==> config.mk <==
export PLATFORM = sky130hd
export DESIGN_NAME = sha256_stream_core
export DESIGN_NICKNAME = d
export VERILOG_FILES = /design/src/rtl/sha256_stream_core.sv
export SDC_FILE = /design/constraint.sdc
export NUM_CORES = 2
export LEC_CHECK = 0
export ABC_CLOCK_PERIOD_IN_PS = 8840
export BUFFER_PORTS_ARGS = -buffer_cell sky130_fd_sc_hd__buf_2
export CAP_MARGIN = 20
export CORE_MARGIN = 4
export CORE_UTILIZATION = 50
export DETAILED_ROUTE_END_ITERATION = 10
export GPL_TIMING_DRIVEN = 0
export PLACE_DENSITY = 0.63
export SLEW_MARGIN = 20
export SYNTH_ARGS = -nofsm -noshare
export SYNTH_HDL_FRONTEND = slang
export SYNTH_SLANG_ARGS = --single-unit
==> constraint.sdc <==
create_clock -name clk_in -period 8.84 [get_ports clk_in]
set_input_delay 0.442 -clock clk_in [delete_from_list [all_inputs] [get_ports clk_in]]
set_output_delay 0.442 -clock clk_in [all_outputs]
set_load 0.02 [all_outputs]
==> src/rtl/sha256_stream_core.sv <==
// sha256_stream_core
// SHA-256 / SHA-224 compression engine fed with pre-padded 512-bit blocks,
// one 32-bit big-endian word per valid/ready transfer. Blocks are chained
// until one arrives flagged as last, then the digest is presented in parallel.
//
// Parameters:
//   ROUNDS_PER_CYCLE  compression rounds per clock (1, 2 or 4)
//   SHA224_EN         1 allows mode_in to select SHA-224; 0 forces SHA-256
// Ports:
//   clk_in, rst_in            rising-edge clock, async active-low reset
//   start_in, mode_in         begin a message (IDLE only); mode 1 = SHA-224
//   abort_in                  return to IDLE from any state
//   blk_valid_in/ready_out    word handshake; ready only while loading
//   blk_data_in, blk_last_in  message word; last flag read on the 16th word
//   busy_out, done_out        not idle / one-cycle digest-valid pulse
//   digest_out                H0 in [255:224] .. H7 in [31:0]
module sha256_stream_core #(
    parameter int unsigned ROUNDS_PER_CYCLE = 1,
    parameter bit          SHA224_EN        = 1'b1
) (
    input  logic         clk_in,
    input  logic         rst_in,
    input  logic         start_in,
    input  logic         mode_in,
    input  logic         abort_in,
    input  logic         blk_valid_in,
    output logic         blk_ready_out,
    input  logic [31:0]  blk_data_in,
    input  logic         blk_last_in,
    output logic         busy_out,
    output logic         done_out,
    output logic [255:0] digest_out
);

    generate
        if (!(ROUNDS_PER_CYCLE == 1 || ROUNDS_PER_CYCLE == 2 || ROUNDS_PER_CYCLE == 4)) begin : g_bad_rounds
            $error("sha256_stream_core: ROUNDS_PER_CYCLE must be 1, 2 or 4");
        end
    endgenerate

    localparam logic [5:0] LAST_RND = 6'(64 - ROUNDS_PER_CYCLE);

    localparam logic [31:0] IV_256 [8] = '{
        32'h6a09e667, 32'hbb67ae85, 32'h3c6ef372, 32'ha54ff53a,
        32'h510e527f, 32'h9b05688c, 32'h1f83d9ab, 32'h5be0cd19};
    localparam logic [31:0] IV_224 [8] = '{
        32'hc1059ed8, 32'h367cd507, 32'h3070dd17, 32'hf70e5939,
        32'hffc00b31, 32'h68581511, 32'h64f98fa7, 32'hbefa4fa4};
    localparam logic [31:0] K_TAB [64] = '{
        32'h428a2f98, 32'h71374491, 32'hb5c0fbcf, 32'he9b5dba5, 32'h3956c25b, 32'h59f111f1, 32'h923f82a4, 32'hab1c5ed5,
        32'hd807aa98, 32'h12835b01, 32'h243185be, 32'h550c7dc3, 32'h72be5d74, 32'h80deb1fe, 32'h9bdc06a7, 32'hc19bf174,
        32'he49b69c1, 32'hefbe4786, 32'h0fc19dc6, 32'h240ca1cc, 32'h2de92c6f, 32'h4a7484aa, 32'h5cb0a9dc, 32'h76f988da,
        32'h983e5152, 32'ha831c66d, 32'hb00327c8, 32'hbf597fc7, 32'hc6e00bf3, 32'hd5a79147, 32'h06ca6351, 32'h14292967,
        32'h27b70a85, 32'h2e1b2138, 32'h4d2c6dfc, 32'h53380d13, 32'h650a7354, 32'h766a0abb, 32'h81c2c92e, 32'h92722c85,
        32'ha2bfe8a1, 32'ha81a664b, 32'hc24b8b70, 32'hc76c51a3, 32'hd192e819, 32'hd6990624, 32'hf40e3585, 32'h106aa070,
        32'h19a4c116, 32'h1e376c08, 32'h2748774c, 32'h34b0bcb5, 32'h391c0cb3, 32'h4ed8aa4a, 32'h5b9cca4f, 32'h682e6ff3,
        32'h748f82ee, 32'h78a5636f, 32'h84c87814, 32'h8cc70208, 32'h90befffa, 32'ha4506ceb, 32'hbef9a3f7, 32'hc67178f2};

    typedef enum logic [2:0] {
        ST_IDLE  = 3'd0,
        ST_LOAD  = 3'd1,
        ST_ROUND = 3'd2,
        ST_FINAL = 3'd3,
        ST_DONE  = 3'd4
    } state_t;

    function automatic logic [31:0] rotr(input logic [31:0] x, input int unsigned n);
        return (x >> n) | (x << (32 - n));
    endfunction

    function automatic logic [31:0] big_sigma0(input logic [31:0] x);
        return rotr(x, 2) ^ rotr(x, 13) ^ rotr(x, 22);
    endfunction

    function automatic logic [31:0] big_sigma1(input logic [31:0] x);
        return rotr(x, 6) ^ rotr(x, 11) ^ rotr(x, 25);
    endfunction

    function automatic logic [31:0] small_sigma0(input logic [31:0] x);
        return rotr(x, 7) ^ rotr(x, 18) ^ (x >> 3);
    endfunction

    function automatic logic [31:0] small_sigma1(input logic [31:0] x);
        return rotr(x, 17) ^ rotr(x, 19) ^ (x >> 10);
    endfunction

    function automatic logic [31:0] ch(input logic [31:0] e, input logic [31:0] f, input logic [31:0] g);
        return (e & f) ^ (~e & g);
    endfunction

    function automatic logic [31:0] maj(input logic [31:0] a, input logic [31:0] b, input logic [31:0] c);
        return (a & b) ^ (a & c) ^ (b & c);
    endfunction

    state_t         state_q, state_d;
    logic [31:0]    h_q [8];
    logic [31:0]    h_d [8];
    logic [31:0]    v_q [8];     // working variables a..h
    logic [31:0]    v_d [8];
    logic [31:0]    w_q [16];    // rolling schedule window, w_q[0] = W[t]
    logic [31:0]    w_d [16];
    logic [3:0]     cnt_q, cnt_d;
    logic [5:0]     rnd_q, rnd_d;
    logic           last_q, last_d;
    logic           mode_q, mode_d;
    logic           ready_q, ready_d;
    logic           busy_q, busy_d;
    logic           done_q, done_d;
    logic [255:0]   digest_q, digest_d;

    logic [31:0]    rv_s [8];
    logic [31:0]    rw_s [16];
    logic [31:0]    t1_s, t2_s, wn_s;
    logic [5:0]     kidx_s;
    logic           xfer_s;

    assign blk_ready_out = ready_q;
    assign busy_out      = busy_q;
    assign done_out      = done_q;
    assign digest_out    = digest_q;

    // ready_q is high exactly in LOAD, so this is the accepted-word strobe
    assign xfer_s = blk_valid_in & ready_q;

    // Round datapath: ROUNDS_PER_CYCLE chained rounds. Each round also
    // produces W[t+16] from the window and shifts it in, so the window
    // always starts at the word the next round consumes.
    always_comb begin
        rv_s   = v_q;
        rw_s   = w_q;
        t1_s   = 32'h0;
        t2_s   = 32'h0;
        wn_s   = 32'h0;
        kidx_s = rnd_q;
        for (int r = 0; r < int'(ROUNDS_PER_CYCLE); r++) begin
            kidx_s = rnd_q + 6'(r);
            t1_s = rv_s[7] + big_sigma1(rv_s[4]) + ch(rv_s[4], rv_s[5], rv_s[6]) + K_TAB[kidx_s] + rw_s[0];
            t2_s = big_sigma0(rv_s[0]) + maj(rv_s[0], rv_s[1], rv_s[2]);
            wn_s = small_sigma1(rw_s[14]) + rw_s[9] + small_sigma0(rw_s[1]) + rw_s[0];
            rv_s[7] = rv_s[6];
            rv_s[6] = rv_s[5];
            rv_s[5] = rv_s[4];
            rv_s[4] = rv_s[3] + t1_s;
            rv_s[3] = rv_s[2];
            rv_s[2] = rv_s[1];
            rv_s[1] = rv_s[0];
            rv_s[0] = t1_s + t2_s;
            for (int j = 0; j < 15; j++) begin
                rw_s[j] = rw_s[j + 1];
            end
            rw_s[15] = wn_s;
        end
    end

    // Next-state and datapath register updates; outputs follow the next state
    always_comb begin
        state_d  = state_q;
        h_d      = h_q;
        v_d      = v_q;
        w_d      = w_q;
        cnt_d    = cnt_q;
        rnd_d    = rnd_q;
        last_d   = last_q;
        mode_d   = mode_q;
        digest_d = digest_q;

        if (abort_in) begin
            state_d = ST_IDLE;
        end else begin
            case (state_q)
                ST_IDLE: begin
                    if (start_in) begin
                        mode_d  = SHA224_EN & mode_in;
                        h_d     = (SHA224_EN & mode_in) ? IV_224 : IV_256;
                        cnt_d   = 4'd0;
                        state_d = ST_LOAD;
                    end else begin
                        state_d = ST_IDLE;
                    end
                end
                ST_LOAD: begin
                    if (xfer_s) begin
                        w_d[cnt_q] = blk_data_in;
                        cnt_d      = cnt_q + 4'd1;
                        if (cnt_q == 4'd15) begin
                            last_d  = blk_last_in;
                            v_d     = h_q;
                            rnd_d   = 6'd0;
                            state_d = ST_ROUND;
                        end else begin
                            state_d = ST_LOAD;
                        end
                    end else begin
                        state_d = ST_LOAD;
                    end
                end
                ST_ROUND: begin
                    v_d   = rv_s;
                    w_d   = rw_s;
                    rnd_d = rnd_q + 6'(ROUNDS_PER_CYCLE);
                    if (rnd_q == LAST_RND) begin
                        state_d = ST_FINAL;
                    end else begin
                        state_d = ST_ROUND;
                    end
                end
                ST_FINAL: begin
                    for (int i = 0; i < 8; i++) begin
                        h_d[i] = h_q[i] + v_q[i];
                    end
                    cnt_d   = 4'd0;
                    state_d = last_q ? ST_DONE : ST_LOAD;
                end
                ST_DONE: begin
                    state_d = ST_IDLE;
                end
                default: begin
                    state_d = ST_IDLE;
                end
            endcase
        end

        // DONE is only entered from FINAL, so h_d already holds the result
        if (state_d == ST_DONE) begin
            for (int i = 0; i < 8; i++) begin
                digest_d[255 - 32 * i -: 32] = h_d[i];
            end
            if (mode_q) begin
                digest_d[31:0] = 32'h0;
            end else begin
                digest_d[31:0] = h_d[7];
            end
        end else begin
            digest_d = digest_q;
        end

        ready_d = (state_d == ST_LOAD);
        busy_d  = (state_d != ST_IDLE);
        done_d  = (state_d == ST_DONE);
    end

    // State and datapath registers, cleared by the asynchronous reset
    always_ff @(posedge clk_in or negedge rst_in) begin
        if (!rst_in) begin
            state_q  <= ST_IDLE;
            for (int i = 0; i < 8; i++) begin
                h_q[i] <= 32'h0;
                v_q[i] <= 32'h0;
            end
            for (int i = 0; i < 16; i++) begin
                w_q[i] <= 32'h0;
            end
            cnt_q    <= 4'd0;
            rnd_q    <= 6'd0;
            last_q   <= 1'b0;
            mode_q   <= 1'b0;
            ready_q  <= 1'b0;
            busy_q   <= 1'b0;
            done_q   <= 1'b0;
            digest_q <= 256'h0;
        end else begin
            state_q  <= state_d;
            h_q      <= h_d;
            v_q      <= v_d;
            w_q      <= w_d;
            cnt_q    <= cnt_d;
            rnd_q    <= rnd_d;
            last_q   <= last_d;
            mode_q   <= mode_d;
            ready_q  <= ready_d;
            busy_q   <= busy_d;
            done_q   <= done_d;
            digest_q <= digest_d;
        end
    end

endmodule
==> impl_metrics.toml <==
[timing]
slew_viol_final = 0
tns_ps = 0
setup_viol = 0
hold_viol_final = 0
worst-slew-pin-transition_ps = 1320
finalCritPeriodShare_pct = 97.0
finClkSkew_ps = 38.1
fin_ws_ps = 265
relSlewSlack_pct = 11.8
max_freq_mhz = 117
holdWs_ps = 43.7
timing.final.crit_period_ps = 8580

[cells_and_area]
finish.utilization_pct = 57.1
layout-drive-gt1-share_pct = 9.05
stdcell_area_um2 = 93400
area_growth_pct = 13.1
num-nets-final = 10600
fin_cells = 12300
fill_cells = 14800
multi_input_area_um2 = 45800
seqCellArea_um2 = 32500

[grt]
grt_max_degree = 147
grt_pass1_vias = 76800
grt_pass1_wl_mm = 563
grt_use_total_pct = 45.4
antenna_found_initial = 56
grt-ovfl-total = 0

[yosys]
syn_nets = 10100
synthesis.area_um2 = 82600
ys.flop_type = "dfrtp_1"
synthTopCellsByCount = "1553 x nand2_1, 1298 x dfrtp_1, 928 x o21ai_0"
netlist.area_leader.share_pct = 39.3
seq_area_frac_synth_pct = 39.3
yosysUniqueCellTypes = 93
netlist_instances = 9509
synth_area_leaders = "dfrtp_1 39%, nand2_1 7.1%, ha_1 6.0%, o21ai_0 5.6%, fa_1 4.7%"
ys_ff_latch = 1298
synth_edf_count = 0
async_reset_ff_share_pct = 100
synth.avg_cell_area_um2 = 8.68
yosys.area.top_type = "dfrtp_1"
yosysMostFrequentCell = "nand2_1"
yosysWarnings = 0

[worst_setup_path]
crit_slowest_cell = "buf_1"
crit_fanout = 10
endpoint = "rv_s[220]"
crit_path_max_incr_delay_ps = 640
worst_r2r_path_depth = 31
reg2reg_to = "rv_s[220]"
worstReg2RegStart = "rnd_q[3]"
cp-start-kind = "register"
cp_common_cell = "inv_1"
arrival_ps = 9270
startpoint = "rnd_q[3]"
r2r_slack_ps = 260
endpoint_kind = "register"
path_class = "reg2reg"
worst_ep_required_time_ps = 9540

[pwr]
clkPwrFrac_pct = 38.0
vdd_ir_drop_max_mv = 0.233
seqPwrFrac_pct = 37.1
p_switching_mw = 6.02
p_comb_share_pct = 24.9
p_per_area_nw_per_um2 = 185
total_power_mw = 17.3
p_leak_nw = 44.4
swShare_pct = 34.8
power.internal_mw = 11.3

[clock_tree]
numCtsBuffers = 149
clk_latency_ps = 840
cts.root.buffer_cell = "clkbuf_16"
cts_buffer_depth = 3
clock-sinks = 1298
tritoncts = "built"
htree_levels = 4
cts.clk_slew.worst_paths_ps = 70

[place]
io_buffer_count = 269
place_inst = 12000
hpwl_mm = 310
gp_congestion = 1.07
dp_slack_ps = -1740
place_area_um2 = 87700

[floorplan]
start_util_pct = 50.5
num_rows = 148
die_w_um = 414
fp.dieH_um = 414
die-area_um2 = 172000
num_io_pins = 298
core-area_um2 = 164000

[routing]
drtAntennaViolNets = 0
drc = 0
first_iter_violations = 12100
vias_per_cell = 6.59
wire_per_inst_um = 32.6
first_pass_iters = 9
vias = 81100
routed_wl_mm = 402

[run]
maxCapViolCount = 0

[hold_path]
hp-class = "in2reg"

[run_status]
status = "finished, final reports clean"
[critical path, delay by kind of cell, from the launching register on]
family	cells	cell delay (ps)
buffers and inverters	6	1590
xor gates and xnor gates	2	600
AOI/OAI and AO/OA	16	3390
adders and majority gates	4	1630
DFF	1	360
and+or+nand+nor	3	860
[final cells by class]
cell class                      instances  share of cell area [%]
Multi-Input combinational cell       6985                    49.0
Sequential cell                      1298                    34.8
Clock buffer                          216                    4.73
Buffer                                715                    3.09
Tap cell                             2175                    2.91
Timing Repair Buffer                  325                    2.56
Inverter                              510                    2.06
Clock inverter                         56                   0.745
Antenna cell                           30                  0.0804
[kinds of logic after synthesis]
group	share of synthesized area, %
multiplexers	1.73
AND/OR/NAND/NOR	13.0
buffers and inverters	5.61
adder cells (fa/ha/maj)	10.8
flip-flops	39.3
XOR/XNOR	6.27
AO/OA/AOI/OAI	23.3
[flip-flops by register name (all words and copies together), names as in the netlist]
| name | flops |
|---|---|
| h_q | 256 |
| last_q | 1 |
| digest_out | 256 |
| blk_ready_out | 1 |
| done_out | 1 |
| rv_s | 192 |
| state_q | 3 |
| cnt_q | 4 |
| v_q | 64 |
| rw_s | 480 |
| busy_out | 1 |
| rnd_q | 6 |
| mode_q | 1 |
| w_q | 32 |
[how the worst min path moves through the flow]
stage | startpoint | end | cells after the start | slack (ps)
floorplan | rst_in | blk_ready_out | 0 | 150
finish | blk_data_in[31] | rw_s[95] | 3 | 40
detailed placement | rst_in | digest_out[48] | 1 | 410
global placement | digest_out[140] | digest_out[140] | 2 | 460
CTS | blk_data_in[31] | rw_s[95] | 3 | 5
global route | blk_data_in[31] | rw_s[127] | 3 | 40
[routing by layer]
layer	track usage [%]	vias to the layer above	share of wire, %	routed length, um
met2	64.3	5773	41	164000
met5	0	-	0.040	160
met3	15.3	1363	13	52700
li1	-	34000	-	-
met1	59.5	39900	38	153000
met4	28.7	24	7.8	31200
[cell usage in the layout, fill, tap and decap left out, types with 41 or more instances in the layout]
cell type  count
a211oi_1      48
a21o_1       232
a21oi_1      593
a22o_1        60
a22oi_1      484
a31oi_1      267
and3_1        47
buf_1         48
buf_2        282
clkbuf_1     570
clkbuf_16    151
clkbuf_2      98
clkbuf_8      41
dfrtp_1     1295
fa_1         194
ha_1         393
inv_1        504
mux2_2       103
nand2_1     1546
nand2b_1      43
nand3_1       97
nor2_1       625
nor3_1        72
o211ai_1      41
o21a_1        42
o21ai_0      920
o21ai_1       45
o21bai_1      67
xnor2_1      352
xor2_1       227
[repair_timing]
action	4_1_cts	5_1_grt
setup buffers	5	10
cloned	0	0
endpoints found under the hold margin	88	0
setup endpoints to repair	31	21
pin swaps	1	3
gates resized for setup	60	73
hold buffers	2	0
[power groups by stage]
stage | Sequential, mW | Combinational (mW) | Clock, mW
global route | 6.43 | 4.58 | 6.82
detailed placement | 6.51 | 4.00 | 0
finish | 6.42 | 4.31 | 6.58
floorplan | 6.41 | 2.50 | 0
CTS | 6.41 | 4.06 | 6.56
global placement | 6.52 | 3.94 | 0
(Power assumes the default switching activity.)
